## src/rtl/rom_load_sink.sv

```systemverilog
// rom_load_sink: packs a little-endian byte stream into 16-bit words, queues
// them in a small FIFO and writes them to memory over a req/ack port. It also
// captures the cartridge header fields as they stream past.
// Optional feature: define LOADER_CHECKSUM_EN to add a running byte-sum
// checksum and a comparison against the header checksum.
module rom_load_sink #(
  parameter int          FIFO_DEPTH = 4,
  parameter logic [23:0] HDR_BASE   = 24'h7FC0
) (
  input  logic        wclk,
  input  logic        resetn,
  input  logic [7:0]  din,
  input  logic        din_valid,
  input  logic        loading,
  output logic        mem_req,
  output logic [22:0] mem_addr,
  output logic [15:0] mem_din,
  input  logic        mem_ack,
  output logic [7:0]  map_ctrl,
  output logic [3:0]  rom_size,
  output logic [23:0] rom_mask,
  output logic [23:0] ram_mask,
  output logic [23:0] byte_count,
  output logic        done,
  output logic        overflow
`ifdef LOADER_CHECKSUM_EN
  ,
  output logic [15:0] checksum,
  output logic        checksum_ok
`endif
);

  localparam int PW = (FIFO_DEPTH > 1) ? $clog2(FIFO_DEPTH) : 1;
  localparam int CW = PW + 1;
  localparam logic [CW-1:0] FULL_CNT = CW'(FIFO_DEPTH);

  typedef enum logic [1:0] {IDLE, RECV, DRAIN, DONE} state_e;

  typedef struct packed {
    logic [22:0] addr;
    logic [15:0] data;
  } entry_t;

  state_e        state_q, state_d;
  logic          loading_q;
  logic [23:0]   byte_count_q;
  logic [7:0]    pending_q;
  logic          pend_valid_q;
  logic          overflow_q;
  logic [PW-1:0] wr_ptr_q, rd_ptr_q;
  logic [CW-1:0] count_q;
  logic [7:0]    map_ctrl_q, rom_size_q, ram_size_q;
  entry_t        fifo_mem [FIFO_DEPTH];

  logic   accept, restart, fifo_full, fifo_empty;
  logic   data_push, flush_push, push_req, push_ok, pop;
  entry_t push_entry, head;

  assign accept     = (state_q == RECV) && loading && din_valid;
  assign restart    = (state_q == DONE) && loading && !loading_q;
  assign fifo_full  = (count_q == FULL_CNT);
  assign fifo_empty = (count_q == '0);
  // A completed word arrives with every odd-indexed byte.
  assign data_push  = accept && byte_count_q[0];
  // A dangling low byte is padded out once loading has dropped; it waits for
  // room rather than being dropped.
  assign flush_push = pend_valid_q && !fifo_full &&
                      ((state_q == DRAIN) || ((state_q == RECV) && !loading));
  assign push_req   = data_push || flush_push;
  assign push_ok    = push_req && !fifo_full;
  assign pop        = mem_ack && !fifo_empty;

  // Both push sources target the word holding the pending low byte.
  assign push_entry.addr = byte_count_q[23:1];
  assign push_entry.data = data_push ? {din, pending_q} : {8'h00, pending_q};
  assign head            = fifo_mem[rd_ptr_q];

  // Next-state logic for the load sequence.
  always_comb begin
    state_d = state_q;
    unique case (state_q)
      IDLE:    if (loading) state_d = RECV;
      RECV:    if (!loading) state_d = DRAIN;
      DRAIN:   if (fifo_empty && !pend_valid_q) state_d = DONE;
      DONE:    if (restart) state_d = RECV;
      default: state_d = IDLE;
    endcase
  end

  // State, byte pairing, FIFO bookkeeping and header capture.
  // NOTE: all state here uses non-blocking assignments so every register
  // samples the pre-edge values of the others.
  always_ff @(posedge wclk or negedge resetn) begin
    if (!resetn) begin
      state_q      <= IDLE;
      loading_q    <= 1'b0;
      byte_count_q <= '0;
      pending_q    <= '0;
      pend_valid_q <= 1'b0;
      overflow_q   <= 1'b0;
      wr_ptr_q     <= '0;
      rd_ptr_q     <= '0;
      count_q      <= '0;
      map_ctrl_q   <= '0;
      rom_size_q   <= '0;
      ram_size_q   <= '0;
    end else begin
      state_q   <= state_d;
      loading_q <= loading;
      if (restart) begin
        byte_count_q <= '0;
        pend_valid_q <= 1'b0;
        overflow_q   <= 1'b0;
        wr_ptr_q     <= '0;
        rd_ptr_q     <= '0;
        count_q      <= '0;
      end else begin
        if (accept) begin
          byte_count_q <= byte_count_q + 24'd1;
          if (!byte_count_q[0]) begin
            pending_q    <= din;
            pend_valid_q <= 1'b1;
          end
          if (byte_count_q == HDR_BASE + 24'h15) map_ctrl_q <= din;
          if (byte_count_q == HDR_BASE + 24'h17) rom_size_q <= din;
          if (byte_count_q == HDR_BASE + 24'h18) ram_size_q <= din;
        end
        if (data_push || flush_push) pend_valid_q <= 1'b0;
        if (push_req && fifo_full) overflow_q <= 1'b1;
        if (push_ok) wr_ptr_q <= wr_ptr_q + 1'b1;
        if (pop)     rd_ptr_q <= rd_ptr_q + 1'b1;
        if (push_ok && !pop)      count_q <= count_q + 1'b1;
        else if (!push_ok && pop) count_q <= count_q - 1'b1;
      end
    end
  end

  // FIFO storage write port.
  // NOTE: the storage array has no reset; outputs are gated by the empty flag
  // so stale contents are never visible.
  always_ff @(posedge wclk) begin
    if (push_ok) fifo_mem[wr_ptr_q] <= push_entry;
  end

  assign mem_req    = !fifo_empty;
  assign mem_addr   = fifo_empty ? '0 : head.addr;
  assign mem_din    = fifo_empty ? '0 : head.data;
  assign byte_count = byte_count_q;
  assign done       = (state_q == DONE);
  assign overflow   = overflow_q;
  assign map_ctrl   = map_ctrl_q;
  assign rom_size   = rom_size_q[3:0];
  assign rom_mask   = (24'h400 << rom_size_q[3:0]) - 24'd1;
  assign ram_mask   = (ram_size_q == 8'd0) ? 24'd0 : (24'h400 << ram_size_q) - 24'd1;

`ifdef LOADER_CHECKSUM_EN
  logic [15:0] checksum_q, hdr_ck_q;

  // Running byte sum and header checksum capture.
  always_ff @(posedge wclk or negedge resetn) begin
    if (!resetn) begin
      checksum_q <= '0;
      hdr_ck_q   <= '0;
    end else if (restart) begin
      checksum_q <= '0;
    end else if (accept) begin
      checksum_q <= checksum_q + {8'h00, din};
      if (byte_count_q == HDR_BASE + 24'h1E) hdr_ck_q[7:0]  <= din;
      if (byte_count_q == HDR_BASE + 24'h1F) hdr_ck_q[15:8] <= din;
    end
  end

  assign checksum    = checksum_q;
  assign checksum_ok = (state_q == DONE) && (checksum_q == hdr_ck_q);
`endif

endmodule
```

## config.mk

```make
export PLATFORM = sky130hd
export DESIGN_NAME = rom_load_sink
export DESIGN_NICKNAME = d
export VERILOG_FILES = /design/src/rtl/rom_load_sink.sv
export SDC_FILE = /design/constraint.sdc
export NUM_CORES = 1
export LEC_CHECK = 0
export BUFFER_PORTS_ARGS = -buffer_cell sky130_fd_sc_hd__buf_2
export CAP_MARGIN = 0
export CORE_ASPECT_RATIO = 0.8
export CORE_UTILIZATION = 58
export CTS_CLUSTER_SIZE = 10
export DETAILED_ROUTE_END_ITERATION = 16
export GPL_ROUTABILITY_DRIVEN = 0
export PLACE_DENSITY = 0.89
export SLEW_MARGIN = 20
export SYNTH_ARGS = -nofsm -noshare
export SYNTH_HDL_FRONTEND = slang
export SYNTH_SLANG_ARGS = --single-unit
```

## constraint.sdc

```tcl
create_clock -name wclk -period 3.4 [get_ports wclk]
set_input_delay 0.51 -clock wclk [delete_from_list [all_inputs] [get_ports wclk]]
set_output_delay 0.51 -clock wclk [all_outputs]
set_load 0.1 [all_outputs]
```

==> run metrics <==
sw frac 45.97%; status complete, no violations; Gate power share 44.8%; Reg power frac 32.7%; clk root buf clkbuf_16; count of nets after finishing 818; Reg2Reg Setup Slack 0.62 ns; max_slew headroom 42.05%; total global routing track utilization 26.05%; crit path time final 3.290 ns; vias in the first global route 6249; total grt overflow 0; remaining antenna violation count 0; TritonCTS clock tree yes; sequential area share after synthesis 62.82%; Cells after Synth 686; worst-path maximum fanout 10; area occupied by multi-input gates 3377 um^2; Std-Cell Rows 42; core area 16710 um^2; Synth cell types 63; synthesized flop and latch total 220; CP Data Arrival Time 2.78 ns; Peak VDD IR 745.2 uV; Slew Limit Fails 0; initial DRC count 791; Final Hold Fails 0; Clk pwr share 22.5%; Pre-antenna DRT Iters 7; share of cells above drive strength 1 34.69%; Static Leak 4.729 nW; antenna cells 0; clock buffer depth 3; CTS Hold Bufs 0; area delta synth->final 15.90%; HPWL after DPL 14270 um; Die H 119.5 um; Yosys warning count 0; NetSw 0.004851 W; DIE AREA 17790 um^2; CTS Buf Count 25; Clk pin slew, worst setup/hold paths 0.06 ns; Final Cycle Share 96.75%; initial antenna violation count 0; largest net degree at the start of global routing 38; initial core utilization 59.88%; # DRC 0; Reg area 6291 um^2; Max Cap Viol 0; Worst Skew 0.01020 ns; post-route setup TNS 0 ns; Fill cells 1028; first-pass GRT wire length 34980 um; via density per instance 6.115; RSZ-0062 raised after global routing false; post-synthesis cell area 10010 um^2; Least-Margin Pin Slew 0.8692 ns; clock latency at the later pin of the worst-skew pair 0.52 ns; Worst setup SP type flip-flop; Final setup viols 0; Pint 0.005702 W; Fmax achieved 304.0 MHz; CP Data Required Time 2.89 ns; kind of critical path reg -> out; CTS Sinks 220; syn_area_per_cell 14.59 um^2; Crit. End Element primary output; DR vias 6298; Die W 148.9 um; Primary FF master, synth edfxtp_1; worst hold path class in -> async; PortBufs 128; wire per inst 21.67 um; number of flops mapped to enable cells by yosys 156; Ports 139; final WL 22320 um; H-tree levels 1; power per cell area 909.9 nW/um^2; post-synthesis async set-or-reset flop share 29.09%; WHS 0.09592 ns
==> flip-flops by register name, summed over array words and instances (netlist names) <==
register and flops:
byte_count 24, ram_size_q 8, pending_q 8, count_q 3
overflow 1, wr_ptr_q 2, rom_size_q 4, state_q 2
map_ctrl 8, fifo_mem 156, rd_ptr_q 2, loading_q 1
pend_valid_q 1
==> power groups by stage <==
| stage | clock (W) | sequential [W] | combinational, W |
|---|---|---|---|
| 6_report | 0.00238 | 0.00345 | 0.00473 |
| 5_1_grt | 0.00251 | 0.00348 | 0.00494 |
| 4_1_cts | 0.00241 | 0.00345 | 0.00475 |
| 3_5_place_dp | 0 | 0.00349 | 0.00473 |
| 3_3_place_gp | 0 | 0.00346 | 0.00466 |
| 2_1_floorplan | 0 | 0.00343 | 0.00398 |
==> final cells by class <==
class,instances,area share (%)
flip-flops and latches,220,54.24
repair buffers,146,7.443
clock inverters,1,0.1726
multi-input cells,379,29.12
clock buffers,45,6.041
inverters,19,0.6149
well taps,220,2.373
==> cell families (layout without fill, tap and decap cells) <==
kind of cell / count (synthesis) / count (layout) / share of synthesized area [%]
AOI/OAI and AO/OA: 74 / 74 / 4.564
xor gates and xnor gates: 10 / 10 / 0.8752
adders and majority gates: 14 / 14 / 1.826
buffers and inverters: 96 / 211 / 5.476
DFF: 220 / 220 / 62.82
muxes: 73 / 73 / 12.85
other: 1 / 10 / 0.03747
and+or+nand+nor: 198 / 198 / 11.55
==> metal layers <==
| metal | GRT usage, % | part of all wire (%) | vias up |
|---|---|---|---|
| met5 | 0 | 0 | - |
| met1 | 36.63 | 41 | 3162 |
| li1 | - | - | 2751 |
| met2 | 40.92 | 48 | 319 |
| met3 | 4.789 | 7.2 | 66 |
| met4 | 9.694 | 3.2 | 0 |
==> through the flow <==
| stage | instance area, um^2 | worst slack, ns | utilization (%) | total power [W] | cells |
|---|---|---|---|---|---|
| 4_1_cts | 11570 | 0.005220 | 69.25 | 0.01060 | 1029 |
| 3_5_place_dp | 10840 | 0.5089 | 64.89 | 0.008224 | 983 |
| 6_report | 11600 | 0.1104 | 69.41 | 0.01055 | 1030 |
| 5_1_grt | 11600 | 0.01012 | 69.41 | 0.01093 | 1030 |
| 3_3_place_gp | 10840 | 0.5534 | 64.89 | 0.008118 | 983 |
| 2_1_floorplan | 10190 | 0.001603 | - | 0.007407 | 695 |
==> timing repair <==
item / 4_1_cts / 5_1_grt
endpoints found under the setup margin: 5 / 3
pin swaps: 0 / 1
buffers inserted: 0 / 1
resized for setup: 3 / 4
==> final timing paths <==
kind / startpoint / end / cells after the start
setup / recovery: ram_size_q[6]$_DFFE_PN0P_ / ram_mask[18] / 7
hold / removal: resetn / state_q[0]$_DFFE_PN0P_ / 1
setup reg to reg: state_q[1]$_DFFE_PN0P_ / map_ctrl[5]$_DFFE_PN0P_ / 6
hold reg to reg: pending_q[7]$_DFFE_PN0P_ / fifo_mem[2][7]$_DFFE_PP_ / 0
max in group asynchronous: resetn / rom_size_q[2]$_DFFE_PN0P_ / 2
min in group wclk: loading / loading_q$_DFF_PN0_ / 1
==> cells in the mapped netlist (all sizes together) (6+ instances only) <==
library cell / n / area (um^2)
nor2: 26 / 97.59
nand3: 14 / 85.08
buf: 54 / 390.4
o21ai: 21 / 105.1
nor3: 6 / 30.03
nand4: 9 / 56.30
mux2: 30 / 367.9
and3: 11 / 70.07
nor4: 10 / 83.83
nand2: 31 / 116.4
o31ai: 7 / 52.55
or4: 10 / 78.82
clkbuf: 23 / 86.33
and2: 49 / 307.8
ha: 13 / 162.7
a21oi: 25 / 125.1
inv: 19 / 71.32
dfrtp: 64 / 1602
mux4: 39 / 878.3
edfxtp: 156 / 4684
or3: 10 / 63.81
xnor2: 6 / 52.55
==> layout by cell type, fill, tap and decap left out, types with 20 or more instances in the layout <==
| cell | Yosys | layout |
|---|---|---|
| a21oi_1 | 25 | 25 |
| and2_1 | 48 | 44 |
| buf_2 | 6 | 123 |
| clkbuf_1 | 23 | 20 |
| clkbuf_16 | 0 | 25 |
| dfrtp_1 | 64 | 60 |
| edfxtp_1 | 156 | 156 |
| mux2_2 | 22 | 22 |
| mux4_2 | 39 | 39 |
| nand2_1 | 31 | 29 |
| nor2_1 | 26 | 25 |
==> critical path, cell delays in order (launching register included) <==
cell,delay (ns)
dfrtp_1,0.45
nor4_4,0.38
nand2_4,0.08
or2_2,0.31
ha_4,0.22
or4_1,0.53
o21ai_2,0.10
buf_12,0.19
Power figures use the tool's default switching activity.
